[config.mk]
export PLATFORM = sky130hd
export DESIGN_NAME = imem_loader_flat
export DESIGN_NICKNAME = d
export VERILOG_FILES = /design/src/rtl/pat_pkg.sv /design/src/rtl/imem_loader_if.sv /design/src/rtl/imem_word_assembler.sv /design/src/rtl/imem_loader.sv /design/src/flat_wrapper.sv
export SDC_FILE = /design/constraint.sdc
export NUM_CORES = 1
export LEC_CHECK = 0
export CORE_MARGIN = 10
export CORE_UTILIZATION = 54
export DETAILED_ROUTE_END_ITERATION = 8
export PLACE_DENSITY = 0.8
export SETUP_SLACK_MARGIN = 0.1
export SYNTH_ARGS = -nofsm -noshare
export SYNTH_HDL_FRONTEND = slang
export SYNTH_SLANG_ARGS = --single-unit
[constraint.sdc]
create_clock -name clk -period 3.53 [get_ports clk]
set_input_delay 0.5295 -clock clk [delete_from_list [all_inputs] [get_ports clk]]
set_output_delay 0.5295 -clock clk [all_outputs]
set_load 0.01 [all_outputs]
[src/rtl/pat_pkg.sv]
`default_nettype none
// +--------------------------------------------------------------------+
// | pat_pkg : shared defaults, derived widths and loader state encoding |
// | Rev 1.0                                                             |
// +--------------------------------------------------------------------+
package pat_pkg;

  localparam int DEF_D_WIDTH       = 8;
  localparam int DEF_I_ADR_WIDTH   = 9;
  localparam int DEF_I_WIDTH       = 20;
  localparam int DEF_I_BUFFER_SIZE = 2;

  function automatic int ceil_div(input int num, input int den);
    return (num + den - 1) / den;
  endfunction

  localparam int DEF_W  = DEF_I_BUFFER_SIZE * DEF_I_WIDTH;
  localparam int DEF_NB = ceil_div(DEF_W, DEF_D_WIDTH);

  typedef enum logic [1:0] {
    ST_IDLE    = 2'd0,
    ST_COLLECT = 2'd1,
    ST_WRITE   = 2'd2,
    ST_DONE    = 2'd3
  } loader_state_t;

endpackage
`default_nettype wire

[src/rtl/imem_loader_if.sv]
`default_nettype none
// +--------------------------------------------------------------------+
// | imem_loader_if : load control, byte stream and imem write bundle    |
// | Rev 1.0                                                             |
// +--------------------------------------------------------------------+
interface imem_loader_if
  import pat_pkg::*;
#(
  parameter int D_WIDTH     = DEF_D_WIDTH,
  parameter int I_ADR_WIDTH = DEF_I_ADR_WIDTH,
  parameter int W           = DEF_W
);
  logic                   load_start;
  logic [I_ADR_WIDTH-1:0] load_base;
  logic [I_ADR_WIDTH:0]   load_len;
  logic                   load_abort;
  logic [D_WIDTH-1:0]     byte_in;
  logic                   byte_valid;
  logic                   byte_ready;
  logic [I_ADR_WIDTH-1:0] imem_write_adr;
  logic                   imem_write;
  logic [W-1:0]           imem_in;
  logic                   load_busy;
  logic                   load_done;
  logic                   load_aborted;

  modport master (
    output load_start, load_base, load_len, load_abort, byte_in, byte_valid,
    input  byte_ready, imem_write_adr, imem_write, imem_in,
           load_busy, load_done, load_aborted
  );

  modport slave (
    input  load_start, load_base, load_len, load_abort, byte_in, byte_valid,
    output byte_ready, imem_write_adr, imem_write, imem_in,
           load_busy, load_done, load_aborted
  );
endinterface
`default_nettype wire

[src/rtl/imem_word_assembler.sv]
`default_nettype none
// +--------------------------------------------------------------------+
// | imem_word_assembler : packs bytes little-endian into one imem word  |
// | Rev 1.0                                                             |
// +--------------------------------------------------------------------+
module imem_word_assembler #(
  parameter int D_WIDTH = 8,
  parameter int W       = 40,
  parameter int NB      = 5
) (
  input  wire logic               clk,
  input  wire logic               reset,
  input  wire logic               clear,
  input  wire logic               byte_en,
  input  wire logic [D_WIDTH-1:0] byte_in,
  output logic      [W-1:0]       word_out,
  output logic                    last_byte
);
  localparam int CW = (NB > 1) ? $clog2(NB) : 1;

  logic [CW-1:0]           r_count;
  logic [NB*D_WIDTH-1:0]   r_word;
  logic [NB*D_WIDTH-1:0]   w_word;

  // The incoming byte is merged combinationally so the caller can capture
  // the complete word on the same edge that consumes the final byte.
  always_comb begin
    w_word = r_word;
    if (byte_en) begin
      w_word[int'(r_count)*D_WIDTH +: D_WIDTH] = byte_in;
    end
  end

  assign word_out  = w_word[W-1:0];
  assign last_byte = (r_count == CW'(NB - 1));

  always_ff @(posedge clk) begin
    if (reset) begin
      r_count <= '0;
      r_word  <= '0;
    end else if (clear) begin
      r_count <= '0;
    end else if (byte_en) begin
      r_count <= last_byte ? '0 : r_count + CW'(1);
      r_word  <= w_word;
    end
  end
endmodule
`default_nettype wire

[src/rtl/imem_loader.sv]
`default_nettype none
// +--------------------------------------------------------------------+
// | imem_loader : streams bytes into instruction memory words           |
// | Rev 1.0                                                             |
// +--------------------------------------------------------------------+
module imem_loader
  import pat_pkg::*;
#(
  parameter int D_WIDTH       = DEF_D_WIDTH,
  parameter int I_ADR_WIDTH   = DEF_I_ADR_WIDTH,
  parameter int I_WIDTH       = DEF_I_WIDTH,
  parameter int I_BUFFER_SIZE = DEF_I_BUFFER_SIZE
) (
  input  wire logic clk,
  input  wire logic reset,
  imem_loader_if.slave bus
);
  localparam int W  = I_BUFFER_SIZE * I_WIDTH;
  localparam int NB = ceil_div(W, D_WIDTH);

  loader_state_t          r_state;
  loader_state_t          w_state_next;
  logic [I_ADR_WIDTH-1:0] r_adr;
  logic [I_ADR_WIDTH:0]   r_len;
  logic [I_ADR_WIDTH:0]   r_words;
  logic [I_ADR_WIDTH:0]   w_words_next;
  logic [I_ADR_WIDTH-1:0] r_imem_adr;
  logic [W-1:0]           r_imem_in;
  logic                   r_aborted;
  logic                   w_xfer;
  logic                   w_abort;
  logic                   w_start;
  logic                   w_clear;
  logic                   w_last_byte;
  logic [W-1:0]           w_asm_word;

  assign w_xfer       = bus.byte_valid && (r_state == ST_COLLECT);
  assign w_abort      = bus.load_abort &&
                        ((r_state == ST_COLLECT) || (r_state == ST_WRITE));
  assign w_start      = bus.load_start && (r_state == ST_IDLE);
  assign w_clear      = w_start || w_abort;
  assign w_words_next = r_words + (I_ADR_WIDTH+1)'(1);

  imem_word_assembler #(
    .D_WIDTH (D_WIDTH),
    .W       (W),
    .NB      (NB)
  ) u_asm (
    .clk       (clk),
    .reset     (reset),
    .clear     (w_clear),
    .byte_en   (w_xfer),
    .byte_in   (bus.byte_in),
    .word_out  (w_asm_word),
    .last_byte (w_last_byte)
  );

  always_ff @(posedge clk) begin
    if (reset) begin
      r_state <= ST_IDLE;
    end else begin
      r_state <= w_state_next;
    end
  end

  always_comb begin
    w_state_next = r_state;
    case (r_state)
      ST_IDLE: begin
        if (bus.load_start) begin
          w_state_next = (bus.load_len == '0) ? ST_DONE : ST_COLLECT;
        end
      end
      ST_COLLECT: begin
        if (bus.load_abort) begin
          w_state_next = ST_IDLE;
        end else if (w_xfer && w_last_byte) begin
          w_state_next = ST_WRITE;
        end
      end
      ST_WRITE: begin
        if (bus.load_abort) begin
          w_state_next = ST_IDLE;
        end else if (w_words_next == r_len) begin
          w_state_next = ST_DONE;
        end else begin
          w_state_next = ST_COLLECT;
        end
      end
      ST_DONE: w_state_next = ST_IDLE;
      default: w_state_next = ST_IDLE;
    endcase
  end

  // Write address/data are latched when the word completes so they are
  // already valid during the WRITE strobe and hold afterwards.
  always_ff @(posedge clk) begin
    if (reset) begin
      r_adr      <= '0;
      r_len      <= '0;
      r_words    <= '0;
      r_imem_adr <= '0;
      r_imem_in  <= '0;
      r_aborted  <= 1'b0;
    end else begin
      r_aborted <= w_abort;
      if (w_start) begin
        r_adr   <= bus.load_base;
        r_len   <= bus.load_len;
        r_words <= '0;
      end
      if (w_xfer && w_last_byte && !bus.load_abort) begin
        r_imem_adr <= r_adr;
        r_imem_in  <= w_asm_word;
      end
      if (r_state == ST_WRITE) begin
        r_adr   <= r_adr + I_ADR_WIDTH'(1);
        r_words <= w_words_next;
      end
    end
  end

  assign bus.byte_ready     = (r_state == ST_COLLECT);
  assign bus.imem_write     = (r_state == ST_WRITE);
  assign bus.load_busy      = (r_state != ST_IDLE);
  assign bus.load_done      = (r_state == ST_DONE);
  assign bus.load_aborted   = r_aborted;
  assign bus.imem_write_adr = r_imem_adr;
  assign bus.imem_in        = r_imem_in;
endmodule
`default_nettype wire

[src/flat_wrapper.sv]
// flat-port wrapper written by rule: the top's interface ports become plain ports
module imem_loader_flat import pat_pkg::*;
#(
  parameter int D_WIDTH       = DEF_D_WIDTH,
  parameter int I_ADR_WIDTH   = DEF_I_ADR_WIDTH,
  parameter int I_WIDTH       = DEF_I_WIDTH,
  parameter int I_BUFFER_SIZE = DEF_I_BUFFER_SIZE
)
  (clk, reset, bus_load_start, bus_load_base, bus_load_len, bus_load_abort, bus_byte_in, bus_byte_valid, bus_byte_ready, bus_imem_write_adr, bus_imem_write, bus_imem_in, bus_load_busy, bus_load_done, bus_load_aborted);
  imem_loader_if #(.D_WIDTH(D_WIDTH), .I_ADR_WIDTH(I_ADR_WIDTH), .W(40)) bus_i ();
  input  wire logic clk;
  input  wire logic reset;
  input wire logic [$bits(bus_i.load_start)-1:0] bus_load_start;
  input wire logic [$bits(bus_i.load_base)-1:0] bus_load_base;
  input wire logic [$bits(bus_i.load_len)-1:0] bus_load_len;
  input wire logic [$bits(bus_i.load_abort)-1:0] bus_load_abort;
  input wire logic [$bits(bus_i.byte_in)-1:0] bus_byte_in;
  input wire logic [$bits(bus_i.byte_valid)-1:0] bus_byte_valid;
  output wire logic [$bits(bus_i.byte_ready)-1:0] bus_byte_ready;
  output wire logic [$bits(bus_i.imem_write_adr)-1:0] bus_imem_write_adr;
  output wire logic [$bits(bus_i.imem_write)-1:0] bus_imem_write;
  output wire logic [$bits(bus_i.imem_in)-1:0] bus_imem_in;
  output wire logic [$bits(bus_i.load_busy)-1:0] bus_load_busy;
  output wire logic [$bits(bus_i.load_done)-1:0] bus_load_done;
  output wire logic [$bits(bus_i.load_aborted)-1:0] bus_load_aborted;
  assign bus_i.load_start = bus_load_start;
  assign bus_i.load_base = bus_load_base;
  assign bus_i.load_len = bus_load_len;
  assign bus_i.load_abort = bus_load_abort;
  assign bus_i.byte_in = bus_byte_in;
  assign bus_i.byte_valid = bus_byte_valid;
  assign bus_byte_ready = bus_i.byte_ready;
  assign bus_imem_write_adr = bus_i.imem_write_adr;
  assign bus_imem_write = bus_i.imem_write;
  assign bus_imem_in = bus_i.imem_in;
  assign bus_load_busy = bus_i.load_busy;
  assign bus_load_done = bus_i.load_done;
  assign bus_load_aborted = bus_i.load_aborted;
  imem_loader #(.D_WIDTH(D_WIDTH), .I_ADR_WIDTH(I_ADR_WIDTH), .I_WIDTH(I_WIDTH), .I_BUFFER_SIZE(I_BUFFER_SIZE)) u_core (.clk(clk), .reset(reset), .bus(bus_i));
endmodule
==> metrics.md <==
| Metric | Value |
|---|---|
| Status | completed |
| Antenna cells | 0 |
| RSZ-0062 raised after global routing | no |
| Slowest CP cell | dfxtp_1 |
| Reg2reg end | u_core.u_asm.r_word[14] |
| Top cells by area, synth | dfxtp_1 (43%), nor2_1 (6.8%), mux2i_1 (6.0%) |
| Peak Freq | 335.1 MHz |
| Seq cells post-synth | 124 |
| CTS Hold Buffers Added | 0 |
| Seq. cell area | 0.002482 sq mm |
| Worst reg2reg path depth | 8 |
| IO Pins | 86 |
| Clock buffer depth | 2 |
| Final period utilization | 84.55% |
| R2r startpoint | u_core.u_asm.r_count[0] |
| CTS tree | built |
| Area after DPL | 0.006558 sq mm |
| Cts bufs inserted | 17 |
| Clock root cell | clkbuf_8 |
| Synth cell types | 49 |
| Overall die area | 0.01508 sq mm |
| Setup-failing EPs final | 0 |
| Vias per Instance | 5.807 |
| Clock slew at reported path FFs | 60 ps |
| Worst-skew pair later-pin latency | 530 ps |
| Vias in the first global route | 5201 |
| Layout cells sized above 1 | 6.623% |
| Total GRT Usage | 20.40% |
| Largest net degree at the start of global routing | 68 |
| Drc violations | 0 |
| Router iterations before antenna repair | 5 |
| Delay of the slowest critical-path stage | 550 ps |
| Mean Syn Cell Area | 8.108 sq um |
| CP Capture Type | flop |
| Post-CTS setup repair buffer count | 0 |
| Chip width | 122.8 um |
| Routed length per instance | 16.66 um |
| Reg2reg setup slack | 550 ps |
| Via Count | 5261 |
| Fill count | 826 |
| Pins Over Slew Limit | 0 |
| PwrDens | 520.7 mW/mm^2 |
| Crit start category | flop |
| CTS Sinks | 124 |
| Final WS setup | 545.6 ps |
| Synth Instances | 704 |
| Async SR Flop Fraction | 0% |
| PortBufs | 85 |
| Synth Net Count | 750 |
| Final wirelength | 15090 um |
| Core Area | 0.01032 sq mm |
| Yosys top cell by area | dfxtp_1 |
| Most instantiated cells after synthesis | dfxtp_1 (124), nor2_1 (104), nand2_1 (80) |
| Area occupied by multi-input gates | 0.002944 sq mm |
| Pwr Total | 3.727 mW |
| Total negative slack | 0 ps |
| Row count | 37 |
| Final hold violation count | 0 |
| CP max FO | 19 |
| Pre-CTS setup slack | 573.1 ps |
| Critical path, cell by cell | inv_1 -> ha_1 -> ha_1 -> and3_1 -> nand3_1 -> nor2_1 -> nand3_1 -> a21oi_1 |
| Worst slew margin | 40.99% |
| Cell with the most instances after synthesis | dfxtp_1 |
| Final min period | 2984 ps |
| Yosys Warn Count | 0 |
| Global-route wire length before repair | 24970 um |
| End of the critical path | u_core.u_asm.r_word[14] |
| Worst VDD drop | 0.0002862 V |
| Clk_skew | 5.623 ps |
| Seq/Total Area, Yosys | 43.49% |
| Initial antenna violation count | 0 |
| Gr ovfl total | 0 |
| Post-route antenna net violation count | 0 |
| Mapped Area | 0.005708 sq mm |
| Post-DP HPWL | 10370 um |
| Max Cap Viol | 0 |
| Fin nets | 803 |
| Hold crit path type | flop to flop |
| Crit path from | u_core.u_asm.r_count[0] |
| Critical path class | flop to flop |
| GP Congestion | 0.8464 |
| Area share of the largest cell type after synthesis | 43.49% |
| CTS H-tree depth | 4 |
| Final Cell Area | 0.007158 sq mm |
| WP data required | 3980 ps |
| Initial detailed-routing violation count | 319 |
| Post_cts resized | 0 |
| Pleak | 2.598 nW |
| Util after Layout | 69.34% |
| Die span in y | 122.8 um |
| Worst EP arrival | 3430 ps |
| Worst Max-Slew Pin Slew | 885.1 ps |
| Synth-to-layout area growth | 25.41% |
| Post-synth EDFFs | 0 |
| Most used DFF post-synth | dfxtp_1 |
| Initial Utilization | 55.29% |
-- where the power goes --
group	total, mW	internal, mW	switching, mW	leakage (nW)
clock	1.75	1.13	0.621	0.291
sequential	1.50	1.45	0.0519	1.00
combinational	0.475	0.191	0.283	1.30
total	3.73	2.77	0.956	2.60
-- routing by layer --
layer / vias up / share of wire [%] / track usage [%] / wire [um]
met5: - / 0 / 0 / 0
met3: 28 / 6.3 / 6.107 / 957
met4: 0 / 1.8 / 8.174 / 266
li1: 2564 / - / - / -
met2: 150 / 50 / 34.61 / 7573
met1: 2519 / 42 / 23.56 / 6293
-- worst max-delay path: cells and delay by family (launching register included) --
| kind | cells | cell delay (ps) |
|---|---|---|
| simple gates | 4 | 1400 |
| buf+inv | 1 | 150 |
| flops | 1 | 550 |
| compound gates | 1 | 180 |
| fa+ha+maj | 2 | 610 |
-- sequential cells by signal, indices dropped and copies added (netlist names) --
register / flops
u_core.bus.imem_in: 40
u_core.bus.imem_write_adr: 9
u_core.u_asm.r_word: 40
u_core.u_asm.r_count: 3
u_core.r_state: 2
u_core.r_len: 10
u_core.bus.load_aborted: 1
u_core.r_words: 10
u_core.r_adr: 9
-- worst min path at each step --
stage                                         to  slack (ps)                          from  cells past startpoint
floorplan                u_core.u_asm.r_word[10]         440       u_core.u_asm.r_word[10]                      2
global placement    u_core.bus.imem_write_adr[1]         440  u_core.bus.imem_write_adr[1]                      2
detailed placement  u_core.bus.imem_write_adr[0]         450  u_core.bus.imem_write_adr[0]                      2
CTS                 u_core.bus.imem_write_adr[0]         460  u_core.bus.imem_write_adr[0]                      2
global route        u_core.bus.imem_write_adr[1]         470  u_core.bus.imem_write_adr[1]                      2
finish              u_core.bus.imem_write_adr[4]         450  u_core.bus.imem_write_adr[4]                      2
-- kinds of logic (layout without fill, tap and decap cells) --
group | Yosys count | in the layout | synth area share [%]
buf+inv | 71 | 137 | 5.064
simple gates | 309 | 309 | 24.99
mux | 37 | 37 | 6.554
fa+ha+maj | 14 | 14 | 3.069
compound gates | 139 | 139 | 15.30
flops | 124 | 124 | 43.49
xor+xnor | 10 | 10 | 1.535
-- stage by stage --
stage                     std cells  hold WS (ps)
after floorplan                 704         437.2
after global placement          874         441.7
after detailed placement        874         448.2
after CTS                       906         456.3
after global routing            906         474.0
final                           906         453.9
-- cell type report --
class,instances,area share [%]
clock buffers,22,6.467
clock inverters,10,1.923
multi-input cells,509,41.13
inverters,10,0.5244
well taps,136,2.377
flip-flops and latches,124,34.68
repair buffers,95,12.90
-- cells in the final DEF, fill, tap and decap left out, drive strengths merged, types with 11 or more instances in the layout --
master / count
nand3: 28
inv: 11
ha: 14
a21oi: 62
dfxtp: 124
a211oi: 37
nor2: 105
nand2: 80
buf: 11
clkdlybuf4s50: 84
mux2i: 34
o21ai: 11
nor3: 35
clkbuf: 22
No activity file was read; power rests on OpenSTA's default activity.
